### config.mk
export PLATFORM = sky130hd
export DESIGN_NAME = rd32_stream_arbiter
export DESIGN_NICKNAME = d
export VERILOG_FILES = /design/src/rtl/rd32_stream_arbiter_pkg.sv /design/src/rtl/rd32_rr_pick2.sv /design/src/rtl/rd32_stream_arbiter.sv
export SDC_FILE = /design/constraint.sdc
export NUM_CORES = 1
export LEC_CHECK = 0
export BUFFER_PORTS_ARGS = -buffer_cell sky130_fd_sc_hd__buf_2
export CORE_MARGIN = 5
export CORE_UTILIZATION = 29
export DETAILED_ROUTE_END_ITERATION = 6
export PLACE_DENSITY_LB_ADDON = 0.3
export SLEW_MARGIN = 20
export SYNTH_ARGS = -nofsm -noshare
export SYNTH_HDL_FRONTEND = slang
export SYNTH_SLANG_ARGS = --single-unit
### constraint.sdc
create_clock -name bus_clk -period 2.9 [get_ports bus_clk]
set_input_delay 0.58 -clock bus_clk [delete_from_list [all_inputs] [get_ports bus_clk]]
set_output_delay 0.58 -clock bus_clk [all_outputs]
set_load 0.005 [all_outputs]
### src/rtl/rd32_stream_arbiter_pkg.sv
// Shared types and constants for the two-source read_32 stream arbiter.
package rd32_stream_arbiter_pkg;

    // Arbiter FSM states
    typedef enum logic [1:0] {
        ST_IDLE  = 2'd0,
        ST_HDR   = 2'd1,
        ST_FETCH = 2'd2,
        ST_WAIT  = 2'd3
    } arb_state_e;

    // Header word layout: {magic[31:24], zero[23:17], id[16], len[15:0]}
    localparam logic [7:0] HDR_MAGIC_DEFAULT = 8'hA5;
    localparam int         HDR_MAGIC_LSB     = 24;
    localparam int         HDR_ID_BIT        = 16;
    localparam int         HDR_LEN_LSB       = 0;
    localparam int         HDR_LEN_W         = 16;

    // Assemble a burst header word
    function automatic logic [31:0] make_hdr(input logic [7:0]  magic,
                                             input logic        id,
                                             input logic [15:0] len);
        logic [31:0] w;
        w = '0;
        w[HDR_MAGIC_LSB +: 8]         = magic;
        w[HDR_ID_BIT]                 = id;
        w[HDR_LEN_LSB +: HDR_LEN_W]   = len;
        return w;
    endfunction

endpackage

### src/rtl/rd32_rr_pick2.sv
// Two-way round-robin pick: on a tie the source not granted last wins.
module rd32_rr_pick2 (
    input  logic [1:0] req_i,
    input  logic       last_i,
    output logic [1:0] gnt_o
);

    // One-hot grant; last_i = 1 means src1 was granted last, so src0 wins ties
    always_comb begin
        gnt_o = 2'b00;
        if (req_i == 2'b11) begin
            gnt_o = last_i ? 2'b01 : 2'b10;
        end else begin
            gnt_o = req_i;
        end
    end

endmodule

### src/rtl/rd32_stream_arbiter.sv
// Merges two source FIFOs into one host read_32 stream as headered bursts.
// Handshake: host side is a standard FIFO -- a word is consumed on the
// rising edge where user_r_read_32_rden is high and user_r_read_32_empty is
// low; rden while empty is ignored. Source side: srcN_rden is a one-cycle
// strobe and srcN_data is valid in the following cycle.
module rd32_stream_arbiter
    import rd32_stream_arbiter_pkg::*;
#(
    parameter int         BURST     = 16,
    parameter logic [7:0] HDR_MAGIC = HDR_MAGIC_DEFAULT
) (
    input  logic        bus_clk,
    input  logic        bus_rst,
    input  logic [31:0] src0_data,
    input  logic [31:0] src1_data,
    input  logic [15:0] src0_count,
    input  logic [15:0] src1_count,
    input  logic        src0_eof,
    input  logic        src1_eof,
    output logic        src0_rden,
    output logic        src1_rden,
    input  logic        user_r_read_32_open,
    input  logic        user_r_read_32_rden,
    output logic [31:0] user_r_read_32_data,
    output logic        user_r_read_32_empty,
    output logic        user_r_read_32_eof,
    output logic [1:0]  dbg_state_o
);

    localparam logic [15:0] BURST_W = 16'(BURST);

    arb_state_e  state_q;
    logic [31:0] stg_q;
    logic        stg_valid_q;
    logic [31:0] rd_data_q;
    logic        last_q;
    logic        id_q;
    logic [15:0] remaining_q;

    logic [1:0]  req;
    logic [1:0]  gnt;
    logic [15:0] cnt_sel;
    logic [15:0] len_d;
    logic        host_rd;
    logic        fetch_go;

    assign req = {src1_count != 16'd0, src0_count != 16'd0};

    rd32_rr_pick2 u_pick (
        .req_i  (req),
        .last_i (last_q),
        .gnt_o  (gnt)
    );

    // Burst length is frozen at grant: min(count of the winner, BURST)
    always_comb begin
        cnt_sel = gnt[1] ? src1_count : src0_count;
        len_d   = (cnt_sel < BURST_W) ? cnt_sel : BURST_W;
    end

    assign host_rd = user_r_read_32_rden && stg_valid_q;

    // The source strobe is decoded from FETCH so the word lands during WAIT;
    // gating with open and async reset means no strobe escapes a close/reset.
    assign fetch_go  = user_r_read_32_open && (state_q == ST_FETCH) && !stg_valid_q;
    assign src0_rden = fetch_go && !id_q;
    assign src1_rden = fetch_go &&  id_q;

    assign user_r_read_32_data  = rd_data_q;
    assign user_r_read_32_empty = !stg_valid_q;
    assign user_r_read_32_eof   = src0_eof && src1_eof && (state_q == ST_IDLE) &&
                                  (src0_count == 16'd0) && (src1_count == 16'd0) &&
                                  !stg_valid_q;
    assign dbg_state_o = state_q;

    // Staging register, host data register and burst FSM
    always_ff @(posedge bus_clk or posedge bus_rst) begin
        if (bus_rst) begin
            state_q     <= ST_IDLE;
            stg_q       <= '0;
            stg_valid_q <= 1'b0;
            rd_data_q   <= '0;
            last_q      <= 1'b1;
            id_q        <= 1'b0;
            remaining_q <= '0;
        end else begin
            if (host_rd) begin
                rd_data_q   <= stg_q;
                stg_valid_q <= 1'b0;
            end
            if (!user_r_read_32_open) begin
                // Closing drops any staged or in-flight word; rr pointer is kept
                state_q     <= ST_IDLE;
                stg_valid_q <= 1'b0;
                remaining_q <= '0;
            end else begin
                // Loads only happen with stg empty, so they never collide with host_rd
                case (state_q)
                    ST_IDLE: begin
                        if (|req) begin
                            id_q        <= gnt[1];
                            last_q      <= gnt[1];
                            remaining_q <= len_d;
                            state_q     <= ST_HDR;
                        end
                    end
                    ST_HDR: begin
                        if (!stg_valid_q) begin
                            stg_q       <= make_hdr(HDR_MAGIC, id_q, remaining_q);
                            stg_valid_q <= 1'b1;
                            state_q     <= ST_FETCH;
                        end
                    end
                    ST_FETCH: begin
                        if (!stg_valid_q) begin
                            state_q <= ST_WAIT;
                        end
                    end
                    ST_WAIT: begin
                        stg_q       <= id_q ? src1_data : src0_data;
                        stg_valid_q <= 1'b1;
                        remaining_q <= remaining_q - 16'd1;
                        state_q     <= (remaining_q == 16'd1) ? ST_IDLE : ST_FETCH;
                    end
                    default: state_q <= ST_IDLE;
                endcase
            end
        end
    end

endmodule

==> flow_summary.toml <==
[power]
cellPowerDensity_nw_per_um2 = 719.7
leakage_nw = 2.698
peakVddDrop_v = 0.0002902

[synthesis]
syn-cell-area_um2 = 4294
synth.yosys.seq_area_share_pct = 49.56
ys_ff_latch = 85
yosys.area.top_type = "dfrtp_1"
synth-edff-count = 0
synth_top_area_share_pct = 48.95
synth_area_leaders = "dfrtp_1, mux2_2, mux2i_1"
synthCells = 422
synth_warnings = 0
ys_types = 52
async_reset_ff_share_pct = 100.0
syn_nets = 526
synth_ff_type = "dfrtp_1"
synth.avg_cell_area_um2 = 10.18

[cts]
htreeDepth = 3
cts.path.max_buffers = 2
clkTransAtPathRegs_ps = 60
root_buffer = "clkbuf_16"
postCtsSetupRepairBufs = 0
hold_buffers = 0
cts_buffers = 9
insertion_delay_ps = 330
cts_tree = "yes"
post_cts_resized = 0
numClockSinks = 85

[placed_design]
place_ws_ps = 240.8
place_congestion = 0.8417
portBuffers = 139
dp.cells = 727
dp_hpwl_um = 8559

[routing]
ant_nets = 0
met2_wirelength_um = 5287
drc = 0
first_pass_iters = 4
top_layer = "met4"
dr_wl_met3_um = 799
viasPerCell = 4.930
first_iter_violations = 169
routedWlPerCell_um = 15.63
vias = 3663
wirelength_um = 11610
wl_met1_um = 5430

[grt]
grt_pass1_vias = 3697
grt_pass1_wl_um = 19000
antenna_found_initial = 0
grt_max_degree = 55
grt-ovfl-total = 0
grt.total_usage_pct = 13.32

[setup_path]
end_kind = "output port"
cp_slowest_cell = "or4_4"
worstPathRequired_ps = 2320
critPathBufInv = 2
start_kind = "primary input"
path_cells = "buf_2 -> or4_4 -> nand4b_4 -> nor2_1 -> nand2_1 -> nor3_1 -> buf_2"
crit_top_cell = "buf_2"
cpPeakStageDelay_ps = 550
cpLargestDelayFamily = "simple AND/OR/NAND/NOR gates"
path_max_fanout = 7
path_class = "in2out"
cp.arrival_ps = 2090

[finish]
syn2layout_area_growth_pct = 27.68
layout_common_cells = "buf_2, dfrtp_1, nand2_1, o21ai_0, nor2_1"
multi_input_area_um2 = 2043
diodes = 0
drive_gt1_share_pct = 37.75
nNetsFinal = 658
fin_cells = 743
final_common_cell = "buf_2"
fill_cells = 1484
seq_area_um2 = 2130

[timing]
slew_headroom_pct = 50.80
fin_crit_ps = 2674
fin_worst_skew_ps = 4.303
maxSlewViolCount = 0
tightestPinTransition_ps = 737.1
fin_setup_tns_ps = 0
rsz0062_at_grt = "no"
period_share_pct = 92.22
hold_violations = 0
setup_viol = 0
fmax_ghz = 0.3739
layout_setup_ws_ps = 225.5
whs_ps = 348.3

[die]
start_util_pct = 29.55
die_x_um = 131.7
core_um2 = 14530
die_area_um2 = 17340
die_h_um = 131.7
fp-row-count = 44
ios = 140

[hold_path]
hp-class = "in2async"

[job]
maxCapViolations = 0

[outcome]
status = "finished, final reports clean"
area by class of cell:
cell class | instances | area share, %
tap | 184 | 4.199
multi-input combinational | 305 | 37.27
sequential | 85 | 38.84
timing repair buffer | 147 | 14.01
clock inverter | 4 | 0.5705
inverter | 6 | 0.4336
clock buffer | 12 | 4.678
cell usage after synthesis, types with 3 or more instances:
library cell,n
dfrtp_1,84
nand2_1,45
o21ai_0,35
nor2_1,34
mux2_2,33
mux2i_1,29
a21oi_1,23
clkbuf_1,19
nand3_1,9
a31oi_1,8
nand4_1,7
nor3_1,7
nor4_1,7
nor2b_1,6
a211oi_1,5
and2_1,5
buf_1,5
inv_1,5
o21ai_1,5
o31ai_1,4
nand3b_1,3
nor4_2,3
o221ai_1,3
or3_1,3
xnor2_1,3
report_power, final:
| part | total (mW) | internal [mW] | leakage (nW) | switching [mW] |
|---|---|---|---|---|
| logic | 1.08 | 0.551 | 1.44 | 0.525 |
| clock network | 1.10 | 0.631 | 0.131 | 0.469 |
| registers | 1.77 | 1.50 | 1.13 | 0.273 |
| total | 3.95 | 2.68 | 2.70 | 1.27 |
per-layer routing:
layer  vias to the layer above  GRT usage [%]
met5                         -              0
met4                         0          3.657
met3                         8          3.746
met2                       126          20.68
met1                      1721          18.29
li1                       1808              -
through the flow:
step / util (%) / area, um^2 / total power [mW]
6_report: 37.72 / 5483 / 3.946
4_1_cts: 37.72 / 5483 / 4.015
3_5_place_dp: 35.74 / 5195 / 2.897
2_1_floorplan: - / 4294 / 2.433
5_1_grt: 37.72 / 5483 / 4.215
3_3_place_gp: 35.74 / 5195 / 2.851
final timing paths:
| check | start | end | slack, ps | cells past startpoint |
|---|---|---|---|---|
| max in group asynchronous | bus_rst | last_q | 1830 | 3 |
| min | bus_rst | stg_q[15] | 350 | 2 |
| min reg2reg | stg_q[16] | stg_q[16] | 470 | 2 |
| min in group bus_clk | user_r_read_32_rden | stg_valid_q | 450 | 2 |
| max | src1_count[1] | user_r_read_32_eof | 230 | 7 |
| max reg2reg | remaining_q[5] | remaining_q[13] | 940 | 5 |
registers in the layout, indices dropped and copies added, names as in the netlist:
| signal | cells |
|---|---|
| stg_q | 32 |
| last_q | 1 |
| id_q | 1 |
| user_r_read_32_data | 32 |
| remaining_q | 16 |
| stg_valid_q | 1 |
| dbg_state_o | 2 |
cells by family after synthesis:
group | synth area share [%]
DFF | 49.56
adders and majority gates | 0.5827
buffers and inverters | 2.856
muxes | 15.41
and+or+nand+nor | 17.98
xor gates and xnor gates | 0.6120
AOI/OAI and AO/OA | 13.00
Note: power is estimated with default switching activity, not from simulation.
